$ cat src/rtl/alu_mul_sequencer_if.sv
// Bundle between core, multiply sequencer and the shared ALU.
// slave = sequencer side, master = core/ALU side.
interface alu_mul_sequencer_if #(
  parameter int W = 8
);
  logic           start;
  logic           mul_signed;
  logic [W-1:0]   op_a;
  logic [W-1:0]   op_b;
  logic           busy;
  logic           done;
  logic [2*W-1:0] product;

  logic [W-1:0]   core_in1;
  logic [W-1:0]   core_in2;
  logic [1:0]     core_alu_op;
  logic [1:0]     core_branch_sel;
  logic           core_sub;
  logic           core_branch;
  logic           core_shift_left;

  logic [W-1:0]   alu_in1;
  logic [W-1:0]   alu_in2;
  logic [1:0]     alu_op;
  logic [1:0]     alu_branch_sel;
  logic           alu_sub;
  logic           alu_branch;
  logic           alu_shift_left;
  logic [W-1:0]   alu_out;

  modport slave (
    input  start, mul_signed, op_a, op_b,
    output busy, done, product,
    input  core_in1, core_in2, core_alu_op,
    input  core_branch_sel, core_sub,
    input  core_branch, core_shift_left,
    output alu_in1, alu_in2, alu_op,
    output alu_branch_sel, alu_sub,
    output alu_branch, alu_shift_left,
    input  alu_out
  );

  modport master (
    output start, mul_signed, op_a, op_b,
    input  busy, done, product,
    output core_in1, core_in2, core_alu_op,
    output core_branch_sel, core_sub,
    output core_branch, core_shift_left,
    input  alu_in1, alu_in2, alu_op,
    input  alu_branch_sel, alu_sub,
    input  alu_branch, alu_shift_left,
    output alu_out
  );
endinterface

$ cat src/rtl/alu_mul_sequencer.sv
// Shift-and-add WxW multiplier borrowing the shared ALU.
// ALU_MUL_SIGNED_EN adds the signed FIXA/FIXB correction.
module alu_mul_sequencer #(
  parameter int W = 8
) (
  input logic              clk,
  input logic              rst_n,
  alu_mul_sequencer_if.slave bus
);
  localparam int CW = $clog2(W);
  localparam logic [CW-1:0] LAST = CW'(W - 1);

`ifdef ALU_MUL_SIGNED_EN
  typedef enum logic [1:0] {
    IDLE, MUL, FIXA, FIXB
  } state_t;
`else
  typedef enum logic [1:0] {
    IDLE, MUL
  } state_t;
`endif

  state_t         state_q, state_d;
  logic [W-1:0]   acc_hi_q, acc_hi_d;
  logic [W-1:0]   acc_lo_q, acc_lo_d;
  logic [W-1:0]   a_q, a_d;
  logic [W-1:0]   b_q, b_d;
  logic [CW-1:0]  cnt_q, cnt_d;
  logic           done_q, done_d;
  logic [2*W-1:0] prod_q, prod_d;
  logic           sgn_q, sgn_d;
  logic           carry;
  logic [2*W:0]   sh;

`ifndef ALU_MUL_SIGNED_EN
  logic unused_sgn;
  assign unused_sgn = sgn_q;
`endif

  assign bus.busy    = (state_q != IDLE);
  assign bus.done    = done_q;
  assign bus.product = prod_q;

  // Next state, datapath and ALU ownership mux
  always_comb begin
    state_d  = state_q;
    acc_hi_d = acc_hi_q;
    acc_lo_d = acc_lo_q;
    a_d      = a_q;
    b_d      = b_q;
    cnt_d    = cnt_q;
    sgn_d    = sgn_q;
    prod_d   = prod_q;
    done_d   = 1'b0;
    carry    = 1'b0;
    sh       = '0;

    bus.alu_in1        = bus.core_in1;
    bus.alu_in2        = bus.core_in2;
    bus.alu_op         = bus.core_alu_op;
    bus.alu_branch_sel = bus.core_branch_sel;
    bus.alu_sub        = bus.core_sub;
    bus.alu_branch     = bus.core_branch;
    bus.alu_shift_left = bus.core_shift_left;

    if (state_q != IDLE) begin
      bus.alu_in1        = acc_hi_q;
      bus.alu_in2        = '0;
      bus.alu_op         = 2'b00;
      bus.alu_branch_sel = 2'b00;
      bus.alu_sub        = 1'b0;
      bus.alu_branch     = 1'b0;
      bus.alu_shift_left = 1'b0;
    end

    case (state_q)
      IDLE: begin
        if (bus.start) begin
          a_d      = bus.op_a;
          b_d      = bus.op_b;
          acc_hi_d = '0;
          acc_lo_d = '0;
          cnt_d    = '0;
          sgn_d    = bus.mul_signed;
          state_d  = MUL;
        end
      end
      MUL: begin
        bus.alu_in2 = b_q[cnt_q] ? a_q : '0;
        carry       = (bus.alu_out < acc_hi_q);
        sh          = {carry, bus.alu_out, acc_lo_q} >> 1;
        acc_hi_d    = sh[2*W-1:W];
        acc_lo_d    = sh[W-1:0];
        cnt_d       = cnt_q + 1'b1;
        if (cnt_q == LAST) begin
`ifdef ALU_MUL_SIGNED_EN
          if (sgn_q) begin
            state_d = FIXA;
          end else begin
            prod_d  = sh[2*W-1:0];
            done_d  = 1'b1;
            state_d = IDLE;
          end
`else
          prod_d  = sh[2*W-1:0];
          done_d  = 1'b1;
          state_d = IDLE;
`endif
        end
      end
`ifdef ALU_MUL_SIGNED_EN
      FIXA: begin
        bus.alu_in2 = a_q[W-1] ? b_q : '0;
        bus.alu_sub = 1'b1;
        acc_hi_d    = bus.alu_out;
        state_d     = FIXB;
      end
      FIXB: begin
        bus.alu_in2 = b_q[W-1] ? a_q : '0;
        bus.alu_sub = 1'b1;
        acc_hi_d    = bus.alu_out;
        prod_d      = {bus.alu_out, acc_lo_q};
        done_d      = 1'b1;
        state_d     = IDLE;
      end
`endif
      default: state_d = IDLE;
    endcase
  end

  // State and datapath registers
  always_ff @(posedge clk or negedge rst_n) begin
    if (!rst_n) begin
      state_q  <= IDLE;
      acc_hi_q <= '0;
      acc_lo_q <= '0;
      a_q      <= '0;
      b_q      <= '0;
      cnt_q    <= '0;
      sgn_q    <= 1'b0;
      done_q   <= 1'b0;
      prod_q   <= '0;
    end else begin
      state_q  <= state_d;
      acc_hi_q <= acc_hi_d;
      acc_lo_q <= acc_lo_d;
      a_q      <= a_d;
      b_q      <= b_d;
      cnt_q    <= cnt_d;
      sgn_q    <= sgn_d;
      done_q   <= done_d;
      prod_q   <= prod_d;
    end
  end
endmodule

$ cat src/flat_wrapper.sv
// flat-port wrapper written by rule: the top's interface ports become plain ports
module alu_mul_sequencer_flat 
#(
  parameter int W = 8
)
  (clk, rst_n, bus_start, bus_mul_signed, bus_op_a, bus_op_b, bus_busy, bus_done, bus_product, bus_core_in1, bus_core_in2, bus_core_alu_op, bus_core_branch_sel, bus_core_sub, bus_core_branch, bus_core_shift_left, bus_alu_in1, bus_alu_in2, bus_alu_op, bus_alu_branch_sel, bus_alu_sub, bus_alu_branch, bus_alu_shift_left, bus_alu_out);
  alu_mul_sequencer_if #(.W(W)) bus_i ();
  input logic clk;
  input logic rst_n;
  input wire logic [$bits(bus_i.start)-1:0] bus_start;
  input wire logic [$bits(bus_i.mul_signed)-1:0] bus_mul_signed;
  input wire logic [$bits(bus_i.op_a)-1:0] bus_op_a;
  input wire logic [$bits(bus_i.op_b)-1:0] bus_op_b;
  output wire logic [$bits(bus_i.busy)-1:0] bus_busy;
  output wire logic [$bits(bus_i.done)-1:0] bus_done;
  output wire logic [$bits(bus_i.product)-1:0] bus_product;
  input wire logic [$bits(bus_i.core_in1)-1:0] bus_core_in1;
  input wire logic [$bits(bus_i.core_in2)-1:0] bus_core_in2;
  input wire logic [$bits(bus_i.core_alu_op)-1:0] bus_core_alu_op;
  input wire logic [$bits(bus_i.core_branch_sel)-1:0] bus_core_branch_sel;
  input wire logic [$bits(bus_i.core_sub)-1:0] bus_core_sub;
  input wire logic [$bits(bus_i.core_branch)-1:0] bus_core_branch;
  input wire logic [$bits(bus_i.core_shift_left)-1:0] bus_core_shift_left;
  output wire logic [$bits(bus_i.alu_in1)-1:0] bus_alu_in1;
  output wire logic [$bits(bus_i.alu_in2)-1:0] bus_alu_in2;
  output wire logic [$bits(bus_i.alu_op)-1:0] bus_alu_op;
  output wire logic [$bits(bus_i.alu_branch_sel)-1:0] bus_alu_branch_sel;
  output wire logic [$bits(bus_i.alu_sub)-1:0] bus_alu_sub;
  output wire logic [$bits(bus_i.alu_branch)-1:0] bus_alu_branch;
  output wire logic [$bits(bus_i.alu_shift_left)-1:0] bus_alu_shift_left;
  input wire logic [$bits(bus_i.alu_out)-1:0] bus_alu_out;
  assign bus_i.start = bus_start;
  assign bus_i.mul_signed = bus_mul_signed;
  assign bus_i.op_a = bus_op_a;
  assign bus_i.op_b = bus_op_b;
  assign bus_busy = bus_i.busy;
  assign bus_done = bus_i.done;
  assign bus_product = bus_i.product;
  assign bus_i.core_in1 = bus_core_in1;
  assign bus_i.core_in2 = bus_core_in2;
  assign bus_i.core_alu_op = bus_core_alu_op;
  assign bus_i.core_branch_sel = bus_core_branch_sel;
  assign bus_i.core_sub = bus_core_sub;
  assign bus_i.core_branch = bus_core_branch;
  assign bus_i.core_shift_left = bus_core_shift_left;
  assign bus_alu_in1 = bus_i.alu_in1;
  assign bus_alu_in2 = bus_i.alu_in2;
  assign bus_alu_op = bus_i.alu_op;
  assign bus_alu_branch_sel = bus_i.alu_branch_sel;
  assign bus_alu_sub = bus_i.alu_sub;
  assign bus_alu_branch = bus_i.alu_branch;
  assign bus_alu_shift_left = bus_i.alu_shift_left;
  assign bus_i.alu_out = bus_alu_out;
  alu_mul_sequencer #(.W(W)) u_core (.clk(clk), .rst_n(rst_n), .bus(bus_i));
endmodule
$ cat config.mk
export PLATFORM = sky130hd
export DESIGN_NAME = alu_mul_sequencer_flat
export DESIGN_NICKNAME = d
export VERILOG_FILES = /design/src/rtl/alu_mul_sequencer_if.sv /design/src/rtl/alu_mul_sequencer.sv /design/src/flat_wrapper.sv
export SDC_FILE = /design/constraint.sdc
export NUM_CORES = 1
export LEC_CHECK = 0
export CORE_ASPECT_RATIO = 2
export CORE_MARGIN = 8
export CORE_UTILIZATION = 44
export DETAILED_ROUTE_END_ITERATION = 8
export GPL_ROUTABILITY_DRIVEN = 0
export PLACE_DENSITY = 0.91
export SYNTH_ARGS = -nofsm -noshare
export SYNTH_HDL_FRONTEND = slang
export SYNTH_SLANG_ARGS = --single-unit
$ cat constraint.sdc
create_clock -name clk -period 2.02 [get_ports clk]
set_input_delay 0.404 -clock clk [delete_from_list [all_inputs] [get_ports clk]]
set_output_delay 0.404 -clock clk [all_outputs]
set_load 0.02 [all_outputs]
# After elaboration in Yosys (flattened, before gate mapping)
# Cells that the tools add are included.
word_totals:
  out_inout_bits: 41
  word_cells: 43
  in_bits: 51
  reg_bits: 54
classes:
  add_sub_neg: 1
  muxes: 21
  n_lt_le_gt_ge: 2
  n_eq_ne: 4
  n_reduce_logical: 7
ops:
  columns: ["cell", "count"]
  rows:
  - ["$mux 8", 5]
  - ["$pmux 8 s2", 2]
  - ["$lt 8x8->1", 1]
  - ["$mux 2", 4]
  - ["$reduce_and 2->1", 4]
  - ["$mux 1", 6]
  - ["$pmux 3 s2", 1]
  - ["$lt 3x4->1 const B", 1]
  - ["$pmux 2 s2", 1]
  - ["$reduce_bool 2->1", 2]
  - ["$add 3x1->3 const B", 1]
  - ["$bmux 1 s3", 1]
  - ["$eq 3x3->1 const B", 1]
  - ["$mux 3", 1]
  - ["$eq 2x1->1 const B", 1]
  - ["$logic_not 2->1", 1]
  - ["$ne 2x1->1 const B", 1]
  - ["$ne 2x2->1 const B", 1]

# Depth between registers and ports, before layout
# Gate-level depths: netlist (run 1).
logic_depth:
  word_depth: 4
  ltp_mapped: 6
  ltp_nobuf: 6

# Worst setup path before layout (run 1)
# No wires, ideal clock.
synth_path:
  path_kind: "flip-flop to output port"
  from: "reg u_core.cnt_q[0]"
  to: "out bus_alu_in2[0]"
  path_buffers: 0
  t_required_ns: 1.616
  slack_ns: 0.059
  t_arrival_ns: 1.557
  path_stages_with_launch: 5
  path_cell_list: "dfrtp_1 > mux4_1 > o2bb2ai_2 > a311oi_4 > a22o_1"
synth_via:
  elab_chain_cells: 4
synth_lines:
  columns: ["item", "line_no", "rtl"]
  rows:
  - ["start, declared", "alu_mul_sequencer.sv:28", "logic [CW-1:0] cnt_q, cnt_d;"]
  - ["start signal, assigned", "alu_mul_sequencer.sv:149", "cnt_q <= cnt_d;"]
  - ["$bmux 1 s3", "alu_mul_sequencer.sv:89", "bus.alu_in2 = b_q[cnt_q] ? a_q : '0;"]
  - ["$mux 1 (implied by the code)", "alu_mul_sequencer.sv:89", null]
  - ["$mux 8", "alu_mul_sequencer.sv:89", null]
  - ["$mux 8", "alu_mul_sequencer.sv:76", "case (state_q)"]
  - ["end, declared", "flat_wrapper.sv:25", "output wire logic [$bits(bus_i.alu_in2)-1:0] bus_alu_in2;"]
# Every way passes these cells. The select of a mux whose other input is x is not followed.

# Worst setup path after layout (run 1)
layout_path:
  from: "reg u_core.cnt_q[0]"
  to: "out bus_alu_in2[6]"
# Same word-level chain as after synthesis.

==> out/qor.txt, run 1 <==
count of placed standard cells in the final layout, fillers left out: 365
sequential group share of total power: 0.321
Simple-Gate Fraction of Synth Area: 0.0693
top cell type by total area after synthesis: sky130_fd_sc_hd__dfrtp_1
number of hold buffers added after cts: 0
final HPWL from detailed placement: 4950 µm
die span in y: 121 µm
drt pass-1 iters: 4
drt via density: 5.27
Layout Skew: 0.00849 ns
top cells by instance count after synthesis: 52 x sky130_fd_sc_hd__dfrtp_1, 39 x sky130_fd_sc_hd__mux2_2, 24 x sky130_fd_sc_hd__nand2_1
switching share of power: 0.374
headroom to the max-slew limit: 0.561
cells along the critical path: mux4_2, o2bb2ai_4, a311oi_4, buf_4, a22o_1, buf_6
number of nets still failing antenna checks after routing: 0
standard-cell rows: 38
Yosys Warn Count: 0
Avg Synthesized Cell Area: 12.4 µm²
routed len/inst: 17.2 µm
post-synthesis xor/xnor area fraction: 0
fraction of final layout cells with drive strength greater than 1: 0.262
crit path capture type: output port
Worst Path Arrival: 1.94 ns
RR Startpoint: u_core.cnt_q[0]
combinational share of power: 0.554
highest cell delay on the worst timing path: 0.54 ns
worst slack at placement: -0.532 ns
buffer levels on the longest clock path: 2
number of global-route vias before repair: 2167
area fraction in compound gates after synthesis: 0.115
Async SR Flop Fraction: 1.00
number of clock sinks: 52
Area after DPL: 3500 µm²
initial antenna violation count: 0
endpoint of the worst-slack reg-to-reg timing path: u_core.bus.product[3]
CTS root buffer: sky130_fd_sc_hd__clkbuf_8
clock latency of the later-clocked register in the worst-skew pair: 0.31 ns
leakage component of the power: 1.67 nW
worst min-delay path category: primary input to async pin
crit start category: flip-flop
first-pass GRT wire length: 10100 µm
cell with the largest stage delay on the worst path: sky130_fd_sc_hd__mux4_2
Internal Dissipation: 3.52 mW
dominant synthesized flop cell: sky130_fd_sc_hd__dfrtp_1
setup repair after global routing missed its margin: true
Critical Path End: bus_alu_in2[6]
Layout Cell Area excl Fill: 3640 µm²
post-synth design cell area: 2420 µm²
post-synthesis mux area share: 0.201
reported net switching power: 2.10 mW
max-capacitance violation count: 0
main combinational cell family by area after synthesis: multiplexers
share of the cycle needed by the critical path after routing: 1.16
required time of the critical path: 1.62 ns
number of DRC violations after detailed-routing iteration 0: 35
placeable core region: 5370 µm²
Worst IR Drop VDD: 1240 µV
CTS tree: done
Detailed Route WL: 6300 µm
maximum number of pins on one net before global-route repair: 53
top area cells in the synthesized netlist: sky130_fd_sc_hd__dfrtp_1 54%, sky130_fd_sc_hd__mux2_2 18%, sky130_fd_sc_hd__ha_1 4.7%
H-tree depth reported by CTS: 2
overall power: 5.62 mW
number of vias in the routed layout: 1924
total DRC errors in the routed layout: 0
final-stage net count: 364
io pins: 92
maximum clock frequency: 426 MHz
worst reg2reg setup slack: 0.33 ns
Cells after Synth: 196
Synth Net Count: 256
antenna diode instance count: 0
start point of the critical path: u_core.cnt_q[0]
placed cell count: 355
number of buffer cells added on primary ports: 90
clock period minus final worst setup slack: 2.35 ns
growth of design area from synthesis to finish: 50.4%
pwr dens: 1540 nW/µm²
number of buffers inserted during clock tree synthesis: 5
result of the run: finished, violations left
Adder-Cell Fraction of Synth Area: 0.0465
horizontal extent of the die: 68.5 µm
Hold Vio Cnt, Final: 0
flop and latch count out of synthesis: 52
remaining global-route overflow: 0
final count of pins violating max slew: 0
critical path class: flip-flop to output port
Finish-stage setup viols: 8
Worst Path Max Fanout: 3
clock-pin slew on the worst setup and hold paths: 0.09 ns
number of enable-type register cells in the synthesized netlist: 0
number of cells on the worst reg-to-reg path: 6
die area: 8280 µm²
starting density of the core: 0.451
actual slew at the worst max-slew pin: 0.659 ns
sequential fraction of the synthesis area: 0.537
total routing resource utilization after global routing: 0.160
count of unique library cells instantiated by Yosys: 26
most repeated cell in the gate-level netlist after synthesis: sky130_fd_sc_hd__dfrtp_1
Clk pwr share: 0.124
failing checks: negative setup slack
share of the synthesized area in the top cell type: 0.537
final worst-path setup slack: -0.328 ns
[worst min-delay path by stage]
stage | slack, ns | to | start | cells past startpoint
4_1_cts | 0.20 | u_core.bus.product[3] | rst_n | 2
3_3_place_gp | 0.47 | u_core.bus.product[15] | u_core.bus.product[15] | 2
2_1_floorplan | 0.11 | u_core.a_q[0] | rst_n | 0
3_5_place_dp | 0.48 | u_core.acc_lo_q[1] | u_core.acc_lo_q[1] | 1
5_1_grt | 0.23 | u_core.bus.product[4] | rst_n | 2
6_report | 0.20 | u_core.acc_lo_q[4] | rst_n | 2
[cell type report]
type                    instances  area [µm²]
fillers                       412        1730
flip-flops and latches         52        1300
repair buffers                110        1060
multi-input cells             124        1060
well taps                      60        75.1
clock buffers                   6        72.6
inverters                      11        41.3
clock inverters                 2        35.0
[per-layer routing]
metal	up-vias	GRT usage	wire length (µm)
met5	-	0	0
met4	0	0.0619	112
met3	8	0.0546	543
met2	66	0.282	3430
met1	943	0.163	2210
li1	907	-	-
[placed cells by master (no fill, tap or decap), types with 2 or more instances in the layout]
cell	count
sky130_fd_sc_hd__clkbuf_8	5
sky130_fd_sc_hd__nor2b_1	7
sky130_fd_sc_hd__nand2_1	24
sky130_fd_sc_hd__nor2_1	3
sky130_fd_sc_hd__o31ai_1	6
sky130_fd_sc_hd__clkdlybuf4s50_1	65
sky130_fd_sc_hd__dlygate4sd2_1	15
sky130_fd_sc_hd__ha_1	9
sky130_fd_sc_hd__inv_1	11
sky130_fd_sc_hd__buf_12	2
sky130_fd_sc_hd__a22o_1	11
sky130_fd_sc_hd__mux2_2	39
sky130_fd_sc_hd__buf_4	17
sky130_fd_sc_hd__buf_6	9
sky130_fd_sc_hd__o21ai_0	11
sky130_fd_sc_hd__dfrtp_1	52
[what timing repair did]
action	4_1_cts	5_1_grt
buffers inserted	3	0
resized for setup	69	4
gates cloned	0	0
setup endpoints to repair	24	13
pin swaps	3	0
endpoints found under the hold margin	0	0
[state kept, by name, summed over array words and instances (netlist names)]
| register | flops |
|---|---|
| u_core.bus.product | 16 |
| u_core.a_q | 8 |
| u_core.acc_hi_q | 8 |
| u_core.b_q | 8 |
| u_core.acc_lo_q | 7 |
| u_core.cnt_q | 3 |
| u_core.bus.done | 1 |
| u_core.state_q | 1 |
[critical path, delay by kind of cell (launching register included)]
family                 cells  cell delay, ns
AO/OA/AOI/OAI              3            0.43
buffers and inverters      2            0.30
flip-flops                 1            0.38
multiplexers               1            0.54
[stage by stage]
| stage | util | hold slack, ns | setup TNS (ns) |
|---|---|---|---|
| after floorplan | - | 0.108 | 0 |
| after global placement | 0.652 | 0.466 | -3.70 |
| after detailed placement | 0.652 | 0.484 | -4.18 |
| after CTS | 0.677 | 0.205 | -2.47 |
| after global routing | 0.678 | 0.231 | -3.12 |
| final | 0.678 | 0.195 | -2.35 |
[kinds of logic (layout without fill, tap and decap cells)]
logic type	count (synthesis)	count (layout)
AO/OA/AOI/OAI	35	35
adder cells (fa/ha/maj)	9	9
buffers and inverters	20	129
flip-flops	52	52
multiplexers	42	42
AND/OR/NAND/NOR	38	38
[power by group through the flow]
stage / Combinational (mW) / Sequential [mW] / Clock (mW)
global route: 3.34 / 1.87 / 0.774
CTS: 3.15 / 1.81 / 0.732
detailed placement: 3.04 / 1.82 / 0
global placement: 2.95 / 1.79 / 0
finish: 3.12 / 1.80 / 0.699
floorplan: 1.48 / 1.97 / 0
Note: power is estimated with default switching activity, not from simulation.
==> run 2, diff against run 1 <==
- CTS_CLUSTER_DIAMETER: unset -> 150
- GPL_TIMING_DRIVEN: unset -> 0
==> run 2 against run 1 <==
The flow still finishes with violations (negative setup slack). Maximum frequency grew 1.1%. Worst setup slack improved by 0.025 ns. Critical endpoint is now bus_alu_in2[7]. Sequential share of layout area rose by 1.3 points. Sequential cell count is the same. Critical path type unchanged. Via count increased by 0.73%. Largest cell class unchanged. Core utilization fell by 2.4 points. Critical path depth unchanged.
==> out/qor.txt, run 2 (synthesis results as in run 1) <==
first-pass GRT wire length: 10600 µm (+4.1%)
overall power: 5.26 mW (-6.4%)
die span in y: 121 µm (unchanged)
clock period minus final worst setup slack: 2.32 ns (-0.0249 ns)
Worst Path Max Fanout: 8 (+5)
clock latency of the later-clocked register in the worst-skew pair: 0.30 ns (about the same)
growth of design area from synthesis to finish: 45.1%
Detailed Route WL: 6550 µm (+4.0%)
count of placed standard cells in the final layout, fillers left out: 358 (-1.9%)
placed cell count: 347 (-2.3%)
standard-cell rows: 38 (unchanged)
maximum number of pins on one net before global-route repair: 41 (-23%)
crit start category: flip-flop
area of the multi-input gates: 1060 µm² (+0.59%)
number of vias in the routed layout: 1938 (+0.73%)
Hold Vio Cnt, Final: 0 (unchanged)
total DRC errors in the routed layout: 0 (unchanged)
Layout Cell Area excl Fill: 3510 µm² (-3.5%)
Layout Skew: 0.00813 ns (-0.000360 ns)
number of DRC violations after detailed-routing iteration 0: 55 (+57%)
final HPWL from detailed placement: 5180 µm (+4.6%)
number of buffers inserted during clock tree synthesis: 5 (unchanged)
start point of the critical path: u_core.cnt_q[0]
FF+latch area: 1300 µm² (about the same)
number of global-route vias before repair: 2183 (+0.74%)
crit path capture type: output port
drt via density: 5.41 (+2.7%)
routed len/inst: 18.3 µm (+6.0%)
drt pass-1 iters: 4 (unchanged)
setup TNS: -2.34 ns (+0.00373 ns)
top library cells by usage in the layout, fill and taps aside: 66 x sky130_fd_sc_hd__clkdlybuf4s50_1, 51 x sky130_fd_sc_hd__dfrtp_1, 39 x sky130_fd_sc_hd__mux2_2, 23 x sky130_fd_sc_hd__nand2_1, 13 x sky130_fd_sc_hd__dlygate4sd2_1
final core area utilization: 0.654 (-0.0240)
total of fill cells in the finished design: 415 (+0.73%)
CTS tree: done
total routing resource utilization after global routing: 0.166 (+0.00548)
failing checks: negative setup slack
antenna diode instance count: 0 (unchanged)
die area: 8280 µm² (unchanged)
worst hold slack: 0.487 ns (+0.292 ns)
share of the cycle needed by the critical path after routing: 1.15 (-0.0123)
leakage component of the power: 1.59 nW (-4.5%)
clock-pin slew on the worst setup and hold paths: 0.09 ns (about the same)
RR Startpoint: u_core.cnt_q[0]
io pins: 92 (unchanged)
most common cell after layout, fill and taps aside: sky130_fd_sc_hd__clkdlybuf4s50_1
buffer levels on the longest clock path: 2 (unchanged)
fraction of final layout cells with drive strength greater than 1: 0.235 (-0.0274)
maximum clock frequency: 430 MHz (+1.1%)
H-tree depth reported by CTS: 2 (unchanged)
result of the run: finished, violations left
headroom to the max-slew limit: 0.636 (+0.0747)
Largest register FFs: 16 (unchanged)
max-capacitance violation count: 0 (unchanged)
Worst Path Arrival: 1.92 ns (-0.02 ns)
number of nets still failing antenna checks after routing: 0 (unchanged)
worst min-delay path category: flip-flop to flip-flop
number of buffer cells added on primary ports: 90 (unchanged)
actual slew at the worst max-slew pin: 0.546 ns (-0.112 ns)
critical path class: flip-flop to output port
initial antenna violation count: 0 (unchanged)
placeable core region: 5370 µm² (unchanged)
starting density of the core: 0.451 (unchanged)
final count of pins violating max slew: 0 (unchanged)
horizontal extent of the die: 68.5 µm (unchanged)
final worst-path setup slack: -0.304 ns (+0.0249 ns)
required time of the critical path: 1.62 ns (about the same)
Finish-stage setup viols: 8 (unchanged)
final-stage net count: 358 (-1.6%)
remaining global-route overflow: 0 (unchanged)
CTS root buffer: sky130_fd_sc_hd__clkbuf_8
Area after DPL: 3410 µm² (-2.6%)
pwr dens: 1500 nW/µm² (-3.0%)
Min-Delay Startpoint: u_core.bus.product[15]
worst slack at placement: -0.614 ns (-0.0818 ns)
Worst IR Drop VDD: 1050 µV (-15%)
setup repair after global routing missed its margin: true
number of clock sinks: 52 (unchanged)
-- run 2: path summary, 6_finish.rpt --
check,endpoint,slack (ns),cells after the start
max,bus_alu_in2[7],-0.30,6
min,u_core.bus.product[15],0.49,2
max reg2reg,u_core.bus.product[11],0.19,5
min reg2reg,u_core.bus.product[15],0.49,2
max in group asynchronous,u_core.cnt_q[0],0.98,3
min in group asynchronous,u_core.a_q[2],0.53,2
-- run 2: layout make-up --
cell class	count	area share
buffer	8	0.0139
multi-input combinational	124	0.302
tap	60	0.0214
clock buffer	6	0.0207
sequential	52	0.371
inverter	11	0.0118
clock inverter	1	0.00142
timing repair buffer	96	0.258
-- run 2: power breakdown --
part / switching (mW) / leakage, nW / internal (mW)
combinational: 1.46 / 0.925 / 1.43
sequential: 0.295 / 0.627 / 1.52
clock: 0.317 / 0.0410 / 0.236
total: 2.07 / 1.59 / 3.19
-- run 2: critical path, stage by stage (launching register included) --
cell                        delay, ns
sky130_fd_sc_hd__dfrtp_2         0.38
sky130_fd_sc_hd__mux4_2          0.53
sky130_fd_sc_hd__o2bb2ai_4       0.16
sky130_fd_sc_hd__a311oi_4        0.05
sky130_fd_sc_hd__buf_6           0.16
sky130_fd_sc_hd__a22o_1          0.17
sky130_fd_sc_hd__buf_2           0.16
-- run 2: repair_timing --
| item | CTS | global route |
|---|---|---|
| hold buffers | 1 | 0 |
| pin swaps | 2 | 0 |
| endpoints found under the hold margin | 12 | 0 |
| setup buffers | 3 | 0 |
| resized for setup | 67 | 5 |
| endpoints found under the setup margin | 39 | 24 |
| cloned | 1 | 0 |
-- run 2: per-layer routing --
| metal | wire length (µm) | part of all wire | vias to the layer above | GRT usage |
|---|---|---|---|---|
| li1 | - | - | 894 | - |
| met1 | 2200 | 0.34 | 946 | 0.168 |
| met2 | 3600 | 0.55 | 85 | 0.298 |
| met3 | 602 | 0.092 | 13 | 0.0490 |
| met4 | 146 | 0.022 | 0 | 0.0619 |
| met5 | 0 | 0 | - | 0 |
==> run 3, diff against run 2 <==
- PLACE_DENSITY: 0.91 -> 0.78
==> run 3 against run 2 <==
The run ends with negative hold slack, negative setup slack left. Largest cell class unchanged. Critical endpoint is now bus_alu_in2[2]. Critical path depth is the same. Count of clock-buffer cells in the layout unchanged. Non-clock buffer count is 1 lower. Sequential share of layout area decreased by 0.48 points.
==> out/qor.txt, run 3 (synthesis results as in run 1) <==
endpoint of the worst-slack reg-to-reg timing path: u_core.bus.product[9]
actual slew at the worst max-slew pin: 0.519 ns (-0.0270 ns)
headroom to the max-slew limit: 0.654 (+0.0180)
total DRC errors in the routed layout: 0 (unchanged)
final HPWL from detailed placement: 4870 µm (-5.9%)
worst reg2reg setup slack: 0.17 ns (-0.02 ns)
FF+latch area: 1300 µm² (unchanged)
clock latency of the later-clocked register in the worst-skew pair: 0.31 ns (about the same)
CTS root buffer: sky130_fd_sc_hd__clkbuf_8
standard-cell rows: 38 (unchanged)
crit path capture type: output port
number of hold buffers added after cts: 0 (-1)
drt via density: 5.35 (-1.2%)
Worst Path Arrival: 1.92 ns (about the same)
initial antenna violation count: 0 (unchanged)
CTS tree: done
horizontal extent of the die: 68.5 µm (unchanged)
H-tree depth reported by CTS: 2 (unchanged)
maximum number of pins on one net before global-route repair: 39 (-4.9%)
routed len/inst: 17.7 µm (-3.3%)
final worst-path setup slack: -0.299 ns (+0.00443 ns)
die area: 8280 µm² (unchanged)
crit start category: flip-flop
Layout Cell Area excl Fill: 3560 µm² (+1.3%)
max-capacitance violation count: 0 (unchanged)
number of clock sinks: 52 (unchanged)
drt pass-1 iters: 4 (unchanged)
clock-pin slew on the worst setup and hold paths: 0.09 ns (about the same)
worst min-delay path category: primary input to async pin
remaining global-route overflow: 0 (unchanged)
buffer levels on the longest clock path: 2 (unchanged)
number of buffer cells added on primary ports: 90 (unchanged)
maximum clock frequency: 431 MHz (+0.19%)
final-stage net count: 357 (-0.28%)
result of the run: finished, violations left
final count of pins violating max slew: 0 (unchanged)
fraction of final layout cells with drive strength greater than 1: 0.242 (+0.00671)
Largest register FFs: 16 (unchanged)
die span in y: 121 µm (unchanged)
Area after DPL: 3410 µm² (unchanged)
final core area utilization: 0.663 (+0.00862)
most common cell after layout, fill and taps aside: sky130_fd_sc_hd__clkdlybuf4s50_1
Worst Path Max Fanout: 8 (unchanged)
number of cells on the worst reg-to-reg path: 5 (unchanged)
required time of the critical path: 1.62 ns (about the same)
pwr dens: 1540 nW/µm² (+3.1%)
number of buffers inserted during clock tree synthesis: 5 (unchanged)
share of the cycle needed by the critical path after routing: 1.15 (-0.00219)
Detailed Route WL: 6330 µm (-3.3%)
Worst IR Drop VDD: 1050 µV (+0.16%)
leakage component of the power: 1.61 nW (+0.93%)
worst hold slack: -0.00411 ns (-0.492 ns)
antenna diode instance count: 0 (unchanged)
number of DRC violations after detailed-routing iteration 0: 45 (-18%)
area of the multi-input gates: 1070 µm² (+0.35%)
number of nets still failing antenna checks after routing: 0 (unchanged)
total routing resource utilization after global routing: 0.159 (-0.00688)
overall power: 5.49 mW (+4.5%)
critical path class: flip-flop to output port
number of global-route vias before repair: 2081 (-4.7%)
placeable core region: 5370 µm² (unchanged)
Layout Skew: 0.00763 ns (-0.000491 ns)
number of vias in the routed layout: 1914 (-1.2%)
top library cells by usage in the layout, fill and taps aside: 66 x sky130_fd_sc_hd__clkdlybuf4s50_1, 51 x sky130_fd_sc_hd__dfrtp_1, 39 x sky130_fd_sc_hd__mux2_2, 23 x sky130_fd_sc_hd__nand2_1, 13 x sky130_fd_sc_hd__dlygate4sd2_1
total of fill cells in the finished design: 410 (-1.2%)
RR Startpoint: u_core.cnt_q[0]
Finish-stage setup viols: 8 (unchanged)
io pins: 92 (unchanged)
growth of design area from synthesis to finish: 47.0%
clock period minus final worst setup slack: 2.32 ns (-0.00443 ns)
setup repair after global routing missed its margin: true
first-pass GRT wire length: 10100 µm (-4.6%)
starting density of the core: 0.451 (unchanged)
failing checks: negative hold slack, negative setup slack
Hold Vio Cnt, Final: 5 (+5)
## run 3: cell types whose count changed in the layout (fill, tap and decap cells not counted)
cell and change:
sky130_fd_sc_hd__buf_2 -3, sky130_fd_sc_hd__buf_4 -1, sky130_fd_sc_hd__buf_6 +4, sky130_fd_sc_hd__bufinv_16 +1, sky130_fd_sc_hd__dlygate4sd3_1 -1, sky130_fd_sc_hd__mux2i_1 -1, sky130_fd_sc_hd__mux2i_2 +1
## run 3: worst max path at each step
stage                endpoint  depth (start not counted)  slack [ns]         startpoint
5_1_grt        bus_alu_in2[3]                          6       -0.35    u_core.cnt_q[0]
2_1_floorplan  bus_alu_in2[0]                          4        0.06    u_core.cnt_q[0]
4_1_cts        bus_alu_in2[3]                          7       -0.30    u_core.cnt_q[0]
6_report       bus_alu_in2[2]                          6       -0.30    u_core.cnt_q[0]
3_3_place_gp    u_core.a_q[0]                          1       -0.95              rst_n
3_5_place_dp   bus_alu_in1[3]                          4       -0.64  u_core.state_q[0]
## run 3: cell type report
type / instances / area share
Multi-Input combinational cell: 124 / 0.299
Timing Repair Buffer: 95 / 0.258
Clock inverter: 2 / 0.00984
Sequential cell: 52 / 0.366
Buffer: 8 / 0.0137
Inverter: 11 / 0.0116
Tap cell: 60 / 0.0211
Clock buffer: 6 / 0.0204
## run 3: power by group
part / total, mW / switching [mW] / internal [mW]
logic: 2.97 / 1.47 / 1.50
registers: 1.81 / 0.295 / 1.52
clock network: 0.706 / 0.338 / 0.368
## run 3: per-layer routing
| metal | global-route usage | up-vias | part of all wire |
|---|---|---|---|
| met1 | 0.162 | 943 | 0.34 |
| met4 | 0.0774 | 0 | 0.030 |
| li1 | - | 891 | - |
| met3 | 0.0407 | 14 | 0.080 |
| met2 | 0.280 | 66 | 0.55 |
| met5 | 0 | - | 0 |
## run 3: critical path: stages, from the launching register on
cell                        delay, ns
sky130_fd_sc_hd__dfrtp_2         0.39
sky130_fd_sc_hd__mux4_2          0.53
sky130_fd_sc_hd__o2bb2ai_4       0.15
sky130_fd_sc_hd__a311oi_4        0.05
sky130_fd_sc_hd__buf_6           0.16
sky130_fd_sc_hd__a22o_1          0.17
sky130_fd_sc_hd__buf_2           0.16
## run 3: per-stage QoR
stage | std cells | setup WS, ns | TNS [ns] | hold WS (ns)
after global placement | 346 | -0.946 | -64.31 | 0.465
final | 358 | -0.299 | -2.31 | -0.00411
after floorplan | 196 | 0.0585 | 0 | 0.108
after global routing | 358 | -0.350 | -2.74 | 0.0175
after CTS | 359 | -0.300 | -2.32 | 0.00726
after detailed placement | 347 | -0.642 | -16.02 | 0.346
## run 3: repair_timing
item / in CTS / in global routing
pin swaps: 2 / 0
cloned: 1 / 0
setup endpoints to repair: 40 / 24
gates resized for setup: 70 / 10
endpoints found under the hold margin: 0 / 0
setup buffers: 3 / 0
